===== src/rtl/regfile_dbg_pkg.sv =====
// Shared types and register-code helpers for the register-file debug sequencer.
// Register codes match register_file: R0-R7 = 0-7, ACC = 8, DBAR/DOFF/IBAR/IOFF = 9-12, STATUS = 13.
package regfile_dbg_pkg;

  localparam int RFD_ADDR_W = 4;

  localparam logic [RFD_ADDR_W-1:0] REG_ACC    = 4'd8;
  localparam logic [RFD_ADDR_W-1:0] REG_STATUS = 4'd13;

  typedef enum logic [2:0] {
    RFD_IDLE,
    RFD_RD,
    RFD_ACC_LD,
    RFD_W_LD,
    RFD_W_PUT,
    RFD_W_RST,
    RFD_DONE
  } rfd_state_t;

  // STATUS is the highest defined code; everything below it is debug-writable.
  function automatic logic rfd_is_writable(input logic [RFD_ADDR_W-1:0] addr);
    return addr < REG_STATUS;
  endfunction

endpackage


===== src/rtl/regfile_debug_sequencer.sv =====
// Muxes register-file controls between the core and a debug port, replaying debug accesses
// as register-file operation sequences.
// state  | meaning
// IDLE   | core owns rf_*; debug accepted when core idle or starved
// RD     | drive read of latched address, capture read bus
// ACC_LD | load ACC with debug write data
// W_LD   | load ACC with write data, save old ACC in shadow
// W_PUT  | store ACC into latched register
// W_RST  | restore ACC from shadow
// DONE   | ack (with err for illegal access)
module regfile_debug_sequencer
  import regfile_dbg_pkg::*;
#(
  parameter int DATA_W         = 8,
  parameter int REG_ADDR_WIDTH = 4,
  parameter int STARVE_LIMIT   = 16
) (
  input  logic                      clk,
  input  logic                      reset,
  input  logic                      core_active,
  input  logic [REG_ADDR_WIDTH-1:0] core_reg_addr,
  input  logic                      core_read_oe,
  input  logic                      core_acc_we,
  input  logic                      core_get_to_acc,
  input  logic                      core_put_acc,
  input  logic                      core_status_we,
  input  logic [DATA_W-1:0]         core_acc_in,
  output logic                      core_stall,
  input  logic                      dbg_req,
  input  logic                      dbg_we,
  input  logic [REG_ADDR_WIDTH-1:0] dbg_addr,
  input  logic [DATA_W-1:0]         dbg_wdata,
  output logic                      dbg_ack,
  output logic                      dbg_err,
  output logic [DATA_W-1:0]         dbg_rdata,
  output logic [REG_ADDR_WIDTH-1:0] rf_reg_addr,
  output logic                      rf_read_oe,
  output logic                      rf_acc_we,
  output logic                      rf_get_to_acc,
  output logic                      rf_put_acc,
  output logic                      rf_status_we,
  output logic [DATA_W-1:0]         rf_acc_in,
  input  logic [DATA_W-1:0]         rf_acc_out,
  input  logic [DATA_W-1:0]         rf_read_data
);

  localparam int                CNT_W      = $clog2(STARVE_LIMIT + 1);
  localparam logic [CNT_W-1:0] STARVE_MAX = CNT_W'(STARVE_LIMIT);

  rfd_state_t                state_q, state_d;
  logic [REG_ADDR_WIDTH-1:0] addr_q, addr_d;
  logic [DATA_W-1:0]         wdata_q, wdata_d;
  logic [DATA_W-1:0]         shadow_q, shadow_d;
  logic [DATA_W-1:0]         rdata_q, rdata_d;
  logic                      err_q, err_d;
  logic [CNT_W-1:0]          starve_q, starve_d;

  logic                  accept, forced, dbg_bad, addr_in_range;
  logic [RFD_ADDR_W-1:0] dbg_code;

  // Addresses wider than the code space are only legal when the upper bits are zero.
  assign dbg_code      = RFD_ADDR_W'(dbg_addr);
  assign addr_in_range = (REG_ADDR_WIDTH'(dbg_code) == dbg_addr);
  assign dbg_bad       = !(addr_in_range && rfd_is_writable(dbg_code));
  assign dbg_rdata     = rdata_q;

  always_ff @(posedge clk) begin
    if (reset) begin
      state_q  <= RFD_IDLE;
      addr_q   <= '0;
      wdata_q  <= '0;
      shadow_q <= '0;
      rdata_q  <= '0;
      err_q    <= 1'b0;
      starve_q <= '0;
    end else begin
      state_q  <= state_d;
      addr_q   <= addr_d;
      wdata_q  <= wdata_d;
      shadow_q <= shadow_d;
      rdata_q  <= rdata_d;
      err_q    <= err_d;
      starve_q <= starve_d;
    end
  end

  always_comb begin
    state_d       = state_q;
    addr_d        = addr_q;
    wdata_d       = wdata_q;
    shadow_d      = shadow_q;
    rdata_d       = rdata_q;
    err_d         = err_q;
    starve_d      = starve_q;
    accept        = 1'b0;
    forced        = 1'b0;
    rf_reg_addr   = '0;
    rf_read_oe    = 1'b0;
    rf_acc_we     = 1'b0;
    rf_get_to_acc = 1'b0;
    rf_put_acc    = 1'b0;
    rf_status_we  = 1'b0;
    rf_acc_in     = '0;
    core_stall    = 1'b1;
    dbg_ack       = 1'b0;
    dbg_err       = 1'b0;

    unique case (state_q)
      RFD_IDLE: begin
        accept      = dbg_req && (!core_active || starve_q == STARVE_MAX);
        forced      = accept && core_active;
        core_stall  = forced;
        rf_reg_addr = core_reg_addr;
        rf_acc_in   = core_acc_in;
        if (!forced) begin
          rf_read_oe    = core_read_oe;
          rf_acc_we     = core_acc_we;
          rf_get_to_acc = core_get_to_acc;
          rf_put_acc    = core_put_acc;
          rf_status_we  = core_status_we;
        end
        if (accept) begin
          starve_d = '0;
          addr_d   = dbg_addr;
          wdata_d  = dbg_wdata;
          err_d    = dbg_bad;
          if (dbg_bad)                  state_d = RFD_DONE;
          else if (!dbg_we)             state_d = RFD_RD;
          else if (dbg_code == REG_ACC) state_d = RFD_ACC_LD;
          else                          state_d = RFD_W_LD;
        end else if (!dbg_req) begin
          starve_d = '0;
        end else if (core_active && starve_q != STARVE_MAX) begin
          starve_d = starve_q + CNT_W'(1);
        end
      end
      RFD_RD: begin
        rf_reg_addr = addr_q;
        rf_read_oe  = 1'b1;
        rdata_d     = rf_read_data;
        state_d     = RFD_DONE;
      end
      RFD_ACC_LD: begin
        rf_acc_we = 1'b1;
        rf_acc_in = wdata_q;
        state_d   = RFD_DONE;
      end
      RFD_W_LD: begin
        rf_acc_we = 1'b1;
        rf_acc_in = wdata_q;
        shadow_d  = rf_acc_out;
        state_d   = RFD_W_PUT;
      end
      RFD_W_PUT: begin
        rf_reg_addr = addr_q;
        rf_put_acc  = 1'b1;
        state_d     = RFD_W_RST;
      end
      RFD_W_RST: begin
        rf_acc_we = 1'b1;
        rf_acc_in = shadow_q;
        state_d   = RFD_DONE;
      end
      RFD_DONE: begin
        dbg_ack = 1'b1;
        dbg_err = err_q;
        state_d = RFD_IDLE;
      end
      default: state_d = RFD_IDLE;
    endcase
  end

endmodule

===== config.mk =====
export PLATFORM = sky130hd
export DESIGN_NAME = regfile_debug_sequencer
export DESIGN_NICKNAME = d
export VERILOG_FILES = /design/src/rtl/regfile_dbg_pkg.sv /design/src/rtl/regfile_debug_sequencer.sv
export SDC_FILE = /design/constraint.sdc
export NUM_CORES = 1
export LEC_CHECK = 0
export CAP_MARGIN = 20
export CORE_UTILIZATION = 43
export CTS_CLUSTER_DIAMETER = 30
export DETAILED_ROUTE_END_ITERATION = 12
export PLACE_DENSITY = 0.8
export SLEW_MARGIN = 10
export SYNTH_ARGS = -nofsm -noshare
export SYNTH_HDL_FRONTEND = slang
export SYNTH_SLANG_ARGS = --single-unit

===== constraint.sdc =====
create_clock -name clk -period 2.2 [get_ports clk]
set_input_delay 0.33 -clock clk [delete_from_list [all_inputs] [get_ports clk]]
set_output_delay 0.33 -clock clk [all_outputs]
set_load 0.1 [all_outputs]

==> metrics.md, run 1 <==
| Metric | Value |
|---|---|
| Status | finished clean |
| Hold Fails Final Rpt | 0 |
| Post-route DRC | 0 |
| Antenna-violating nets left | 0 |
| Total power | 2.69 mW |
| Fraction of layout cells with a size suffix above 1 | 0.220 |
| H-tree lvl count | 2 |
| Register area share after synthesis | 0.383 |
| Area growth syn-to-layout | 61.7% |
| Pins over their slew limit | 0 |
| Largest cells by area after synthesis | dfxtp_1 38%, mux2i_1 17%, nand2_1 8.0%, nor2_1 4.5%, a22oi_1 3.9% |
| Fin crit period | 2.12 ns |
| Largest net degree at the start of global routing | 29 |
| Count of flip-flops with a built-in enable after synthesis | 0 |
| Crit. End Element | primary output |
| CP max stage delay | 0.50 ns |
| Final Skew | 0.00575 ns |
| Sw Ratio | 0.418 |
| Hold depth | 2 |
| P_sw | 1.12 mW |
| Pint | 1.57 mW |
| Predominant post-synthesis flop cell | dfxtp_1 |
| Final wirelength | 4950 um |
| Setup Crit Path Kind | flip-flop to primary output |
| Distinct cells, synth | 43 |
| Static leakage | 1.27 nW |
| Seq cells post-synth | 37 |
| Vias in the first global route | 1,804 |
| CP Launch Type | flip-flop |
| CP Buf/Inv Count | 1 |
| Area leader, netlist | dfxtp_1 |
| Cell family with most CP delay | simple AND/OR/NAND/NOR gates |
| Post-DP HPWL | 3660 um |
| Wirelength per Cell | 13.9 um |
| PD cells | 860 nW/um^2 |
| Sequential power share | 0.273 |
| Layout Nets | 355 |
| Filler cell count in the final layout | 319 |
| Total track usage | 0.215 |
| Worst R2R Setup Slack | 0.32 ns |
| CTS buffer count | 5 |
| Clock power frac | 0.230 |
| Final-report setup violation count | 0 |
| Clock-pin slew on the worst setup and hold paths | 0.07 ns |
| Worst r2r src | state_q[1]$_SDFFE_PP0P_ |
| Slew @ Worst Pin | 0.672 ns |
| Synth top cells by count | 41 x nand2_1, 37 x dfxtp_1, 32 x mux2i_1, 23 x nor2_1, 12 x o21ai_0 |
| Postcts setup bufs | 0 |
| Via-to-Cell Ratio | 5.32 |
| Min-delay src | err_q$_SDFFE_PP0P_ |
| Initial antenna violation count | 0 |
| Antenna diodes | 0 |
| Comb pwr share | 0.497 |
| PortBufs | 77 |
| Min-Delay Endpoint | err_q$_SDFFE_PP0P_ |
| Synth Cell Area | 1940 sq um |
| Reg2reg end | wdata_q[4]$_SDFFE_PP0P_ |
| Top cell type's share of synthesized area | 0.383 |
| Peak supply drop | 0.000654 V |
| Final Cycle Share | 0.962 |
| Max-Cap Viols | 0 |
| Syn nets | 283 |
| Mean Syn Cell Area | 8.38 sq um |
| Worst Path Arrival | 1.79 ns |
| Cells after Synth | 231 |
| Rel. slew slack | 0.552 |
| 1st-iter DRT viols | 66 |
| Worst EP required | 1.87 ns |
| Post-placement cell count | 348 |
| DIE AREA | 4770 sq um |
| Final non-filler cell total | 356 |
| Clock Tree Root | clkbuf_8 |
| Global-route wire length before repair | 8350 um |
| Fmax | 472 MHz |
| Worst r2r path cells | 4 |
| Synth Warn # | 0 |
| Core area | 4350 sq um |
| Crit-path max FO | 13 |
| Top-count cell post-synth | nand2_1 |
| Gpl congestion | 0.867 |
| Max clock buf depth | 2 |
| CTS tree | built |
| Initial core utilization | 0.445 |
| Drt pass-1 iters | 4 |
| Hold/Removal Path Class | flip-flop to flip-flop |
| Routed via count | 1,895 |
| Overflow after GRT | 0 |
| Die height | 69.1 um |
| Die Wd | 69.1 um |
| Slowest cell on the critical path | or3_1 |
| CTS Sinks | 37 |
| Worst-path cell chain | or3_1 -> a21oi_2 -> and2_2 -> buf_12 |
| RSZ-0062 raised after global routing | no |
| I/O Pins | 78 |
| Cts hold-fix bufs | 0 |
| Row count | 24 |
| Clock Latency Late Sink | 0.29 ns |
| Ys async rst share | 0 |
==> registers in the layout (all words and copies together), names as in the netlist <==
signal and cells:
starve_q 5, shadow_q 8, state_q 3, dbg_rdata 8
addr_q 4, err_q 1, wdata_q 8
==> timing repair <==
item | CTS | global route
setup endpoints to repair | 4 | 13
pin swaps | 0 | 1
gates resized for setup | 2 | 5
==> per-layer routing <==
layer  vias up  part of all wire  GRT usage
met5         -                 0          0
met4         0            0.0097     0.0658
met3         4             0.049     0.0497
met2        50              0.50      0.367
met1       887              0.44      0.266
li1        954                 -          -
==> tightest hold or removal path, delay by kind of cell, from the launching register on <==
family / cells / cell delay [ns]
muxes: 1 / 0.06
and+or+nand+nor: 1 / 0.05
DFF: 1 / 0.31
==> per-stage QoR <==
step           hold slack [ns]  utilization  worst slack [ns]  setup TNS (ns)  instance area, sq um
2_1_floorplan            0.430            -           -0.0473         -0.0775                  2020
3_3_place_gp             0.446        0.689             0.186               0                  3000
3_5_place_dp             0.448        0.689             0.186               0                  3000
4_1_cts                  0.459        0.717           0.00999               0                  3120
5_1_grt                  0.490        0.719           0.00144               0                  3130
6_report                 0.459        0.719            0.0832               0                  3130
==> power groups by stage <==
stage	registers [mW]	logic, mW	clock network (mW)
after detailed placement	0.751	1.34	0
after floorplan	0.807	0.813	0
after global routing	0.741	1.39	0.664
final	0.736	1.34	0.618
after global placement	0.748	1.33	0
after CTS	0.735	1.34	0.633
==> how the worst max path moves through the flow <==
| stage | slack (ns) | from | cells after the start | endpoint |
|---|---|---|---|---|
| after global placement | 0.19 | dbg_req | 5 | rf_get_to_acc |
| final | 0.08 | state_q[1]$_SDFFE_PP0P_ | 4 | rf_status_we |
| after floorplan | -0.05 | state_q[1]$_SDFFE_PP0P_ | 4 | rf_acc_in[0] |
| after detailed placement | 0.19 | dbg_req | 5 | rf_status_we |
| after global routing | 0.001 | state_q[1]$_SDFFE_PP0P_ | 4 | rf_status_we |
| after CTS | 0.01 | state_q[1]$_SDFFE_PP0P_ | 4 | rf_acc_in[7] |
==> layout by cell type (no fill, tap or decap), types with 3 or more instances in the layout <==
| master | Yosys | final |
|---|---|---|
| a22oi_1 | 10 | 9 |
| and2_2 | 0 | 3 |
| buf_12 | 0 | 20 |
| buf_4 | 1 | 15 |
| clkbuf_8 | 0 | 6 |
| clkdlybuf4s50_1 | 0 | 49 |
| dfxtp_1 | 37 | 36 |
| inv_1 | 6 | 6 |
| mux2i_1 | 32 | 32 |
| nand2_1 | 41 | 41 |
| nand3_1 | 4 | 4 |
| nand4_1 | 3 | 3 |
| nor2_1 | 23 | 18 |
| nor2_4 | 0 | 3 |
| o21ai_0 | 12 | 4 |
| o21ai_2 | 0 | 5 |
| o21ai_4 | 0 | 3 |
| o22a_1 | 3 | 3 |
| o31ai_1 | 3 | 3 |
==> kinds of logic after synthesis <==
logic type                 synth area share
AOI/OAI and AO/OA                     0.153
xor gates and xnor gates            0.00453
adders and majority gates            0.0129
buffers and inverters                0.0601
DFF                                   0.383
muxes                                 0.165
and+or+nand+nor                       0.222
==> cell type report <==
| type | instances | area [sq um] | share of cell area |
|---|---|---|---|
| tap | 52 | 65.1 | 0.0208 |
| multi-input combinational | 169 | 1180 | 0.376 |
| inverter | 6 | 22.5 | 0.00719 |
| sequential | 37 | 742 | 0.237 |
| clock buffer | 6 | 82.6 | 0.0264 |
| clock inverter | 2 | 37.5 | 0.0120 |
| timing repair buffer | 84 | 1000 | 0.321 |
(Power assumes the default switching activity.)
==> run 2, diff against run 1 <==
--- a/config.mk
+++ b/config.mk
@@ -5,6 +5,7 @@
 export SDC_FILE = /design/constraint.sdc
 export NUM_CORES = 1
 export LEC_CHECK = 0
+export ABC_AREA = 1
 export CAP_MARGIN = 20
 export CORE_UTILIZATION = 43
 export CTS_CLUSTER_DIAMETER = 30
==> run 2 against run 1 <==
  * Non-clock buffer count decreased by 1
  * Synthesized area down 2.3%
  * Global-route usage increased by 2.1 points
  * Register-to-register slack gained 0.21 ns
  * Critical path type unchanged
  * Clock skew rose by 0.0012 ns
  * Setup slack improved by 0.040 ns
  * Sequential share of layout area up 0.76 points
  * Wire length is 5.1% higher
  * Via count up 7.9%
  * Cell area down 2.8%
  * Utilization up 2.0 points
==> metrics.md, run 2 <==
| Metric | Value |
|---|---|
| Worst-path cell chain | nor2_2 -> inv_2 -> nor2_8 -> buf_4 -> nand2_1 -> nand2_1 -> buf_12 |
| Antenna-violating nets left | 0 |
| Predominant post-synthesis flop cell | dfxtp_1 |
| Hold/Removal Path Class | flip-flop to flip-flop |
| Via-to-Cell Ratio | 5.10 |
| Met1 Use GR | 0.279 |
| Mean Syn Cell Area | 6.98 sq um |
| Wirelength per Cell | 13.0 um |
| Final-report setup violation count | 0 |
| Setup TNS | 0 ns |
| Antenna diodes | 0 |
| Area growth syn-to-layout | 61.0% |
| Routed via count | 2,044 |
| Met3 Use GR | 0.0633 |
| Gpl congestion | 0.822 |
| Most common cell after layout, fill and taps aside | nor2_1 |
| Top cell type's share of synthesized area | 0.392 |
| 1st-iter DRT viols | 109 |
| Overflow after GRT | 0 |
| H-tree lvl count | 2 |
| Top-count cell post-synth | nor2_1 |
| Clock Latency Late Sink | 0.30 ns |
| Clock-pin slew on the worst setup and hold paths | 0.08 ns |
| Post-DP HPWL | 3900 um |
| Die Wd | 68.3 um |
| Global-route wire length before repair | 8140 um |
| Fin crit period | 2.08 ns |
| Max-Cap Viols | 0 |
| Syn nets | 323 |
| Worst R2R Setup Slack | 0.53 ns |
| Postcts setup bufs | 0 |
| Clock Tree Root | clkbuf_8 |
| Synth top cells by count | 60 x nor2_1, 56 x nand2_1, 37 x dfxtp_1, 22 x o21ai_0, 15 x inv_1 |
| Initial antenna violation count | 0 |
| Rel. slew slack | 0.626 |
| Setup Crit Path Kind | flip-flop to primary output |
| Pins over their slew limit | 0 |
| Worst Path Arrival | 1.75 ns |
| Hold Fails Final Rpt | 0 |
| Layout Nets | 402 |
| I/O Pins | 78 |
| Worst path most repeated cell | nand2_1 |
| CTS tree | built |
| Count of flip-flops with a built-in enable after synthesis | 0 |
| Register area share after synthesis | 0.392 |
| GRT busiest layer | met2 |
| DIE AREA | 4670 sq um |
| Worst EP required | 1.87 ns |
| Most frequent cells in the layout | 58 x nor2_1, 55 x nand2_1, 49 x clkdlybuf4s50_1, 36 x dfxtp_1, 20 x buf_12 |
| Final wirelength | 5200 um |
| Distinct cells, synth | 28 |
| Cells after Synth | 271 |
| Final Skew | 0.00691 ns |
| Total track usage | 0.235 |
| Slowest cell on the critical path | dfxtp_1 |
| Fraction of layout cells with a size suffix above 1 | 0.225 |
| Synth Warn # | 0 |
| Largest cells by area after synthesis | dfxtp_1 39%, nor2_1 12%, nand2_1 11%, o21ai_0 5.8%, a22oi_1 3.2% |
| Seq cells post-synth | 37 |
| Row count | 23 |
| Initial core utilization | 0.459 |
| Slew @ Worst Pin | 0.560 ns |
| Die height | 68.3 um |
| CTS buffer count | 5 |
| Core area | 4120 sq um |
| Vias in the first global route | 1,838 |
| CTS Sinks | 37 |
| Met2 Use GR | 0.413 |
| Synth Cell Area | 1890 sq um |
| CP Launch Type | flip-flop |
| Fmax | 482 MHz |
| Max clock buf depth | 2 |
| Ys async rst share | 0 |
| Area leader, netlist | dfxtp_1 |
| Post-route DRC | 0 |
| RSZ-0062 raised after global routing | no |
| Crit. End Element | primary output |
| CP max stage delay | 0.37 ns |
| Status | finished clean |
| Largest net degree at the start of global routing | 23 |
| Final Cycle Share | 0.944 |
| Drt pass-1 iters | 4 |
| PortBufs | 77 |
| Crit-path max FO | 16 |
run 2: cell count changes after synthesis, sizes merged, moves of 4 or more:
cell and change:
nand3 +8, o21ai +11, clkbuf -9, mux2i -32, inv +14, nand2 +22
nor2 +42, a21oi +14, nand4 +6, and2 -4
run 2: kinds of logic (layout without fill, tap and decap cells):
group	after synthesis	count (layout)	share of synthesized area
simple gates	152	152	0.363
compound gates	48	48	0.152
flops	37	37	0.392
buf+inv	32	112	0.0807
fa+ha+maj	2	2	0.0132
run 2: critical path: cells and delay by family (launching register included):
family	cells	cell delay (ns)
buffers and inverters	3	0.52
DFF	1	0.37
and+or+nand+nor	4	0.55
run 2: layout make-up:
| type | instances | area (sq um) |
|---|---|---|
| clock buffer | 5 | 68.8 |
| clock inverter | 3 | 46.3 |
| fill | 326 | 1070 |
| inverter | 21 | 78.8 |
| multi-input combinational | 202 | 1050 |
| sequential | 37 | 744 |
| tap | 50 | 62.6 |
| timing repair buffer | 83 | 996 |
run 2: what timing repair did:
action	CTS	global route
pin swaps	0	0
gates resized for setup	1	2
cloned	0	0
setup endpoints to repair	9	7
hold buffers	0	0
run 2: path summary, 6_finish.rpt:
check	start	to	cells after the start
worst max-delay path	state_q[0]$_SDFFE_PP0P_	rf_acc_in[1]	7
worst min-delay path	wdata_q[1]$_SDFFE_PP0P_	wdata_q[1]$_SDFFE_PP0P_	2
worst max register to register	state_q[0]$_SDFFE_PP0P_	addr_q[3]$_SDFFE_PP0P_	8
worst min register to register	wdata_q[1]$_SDFFE_PP0P_	wdata_q[1]$_SDFFE_PP0P_	2
run 2: through the flow:
stage,worst slack [ns],hold slack (ns),cell area [sq um],cells,util
after global placement,0.304,0.471,2920,393,0.710
after floorplan,-0.559,0.399,1940,271,-
after CTS,0.0457,0.481,3040,401,0.738
final,0.124,0.481,3040,401,0.739
after global routing,0.0102,0.502,3040,401,0.739
after detailed placement,0.242,0.468,2920,393,0.710
run 2: per-layer routing:
metal  part of all wire  wire length [um]  up-vias
met5                  0                 0        -
met4              0.011                57        0
met3              0.070               364        7
met2               0.50              2600       66
met1               0.42              2180      931
li1                   -                 -     1040
Power of run 2 is not shown: default switching activity piles up to over one toggle a cycle in this logic, so the estimate is an artifact.
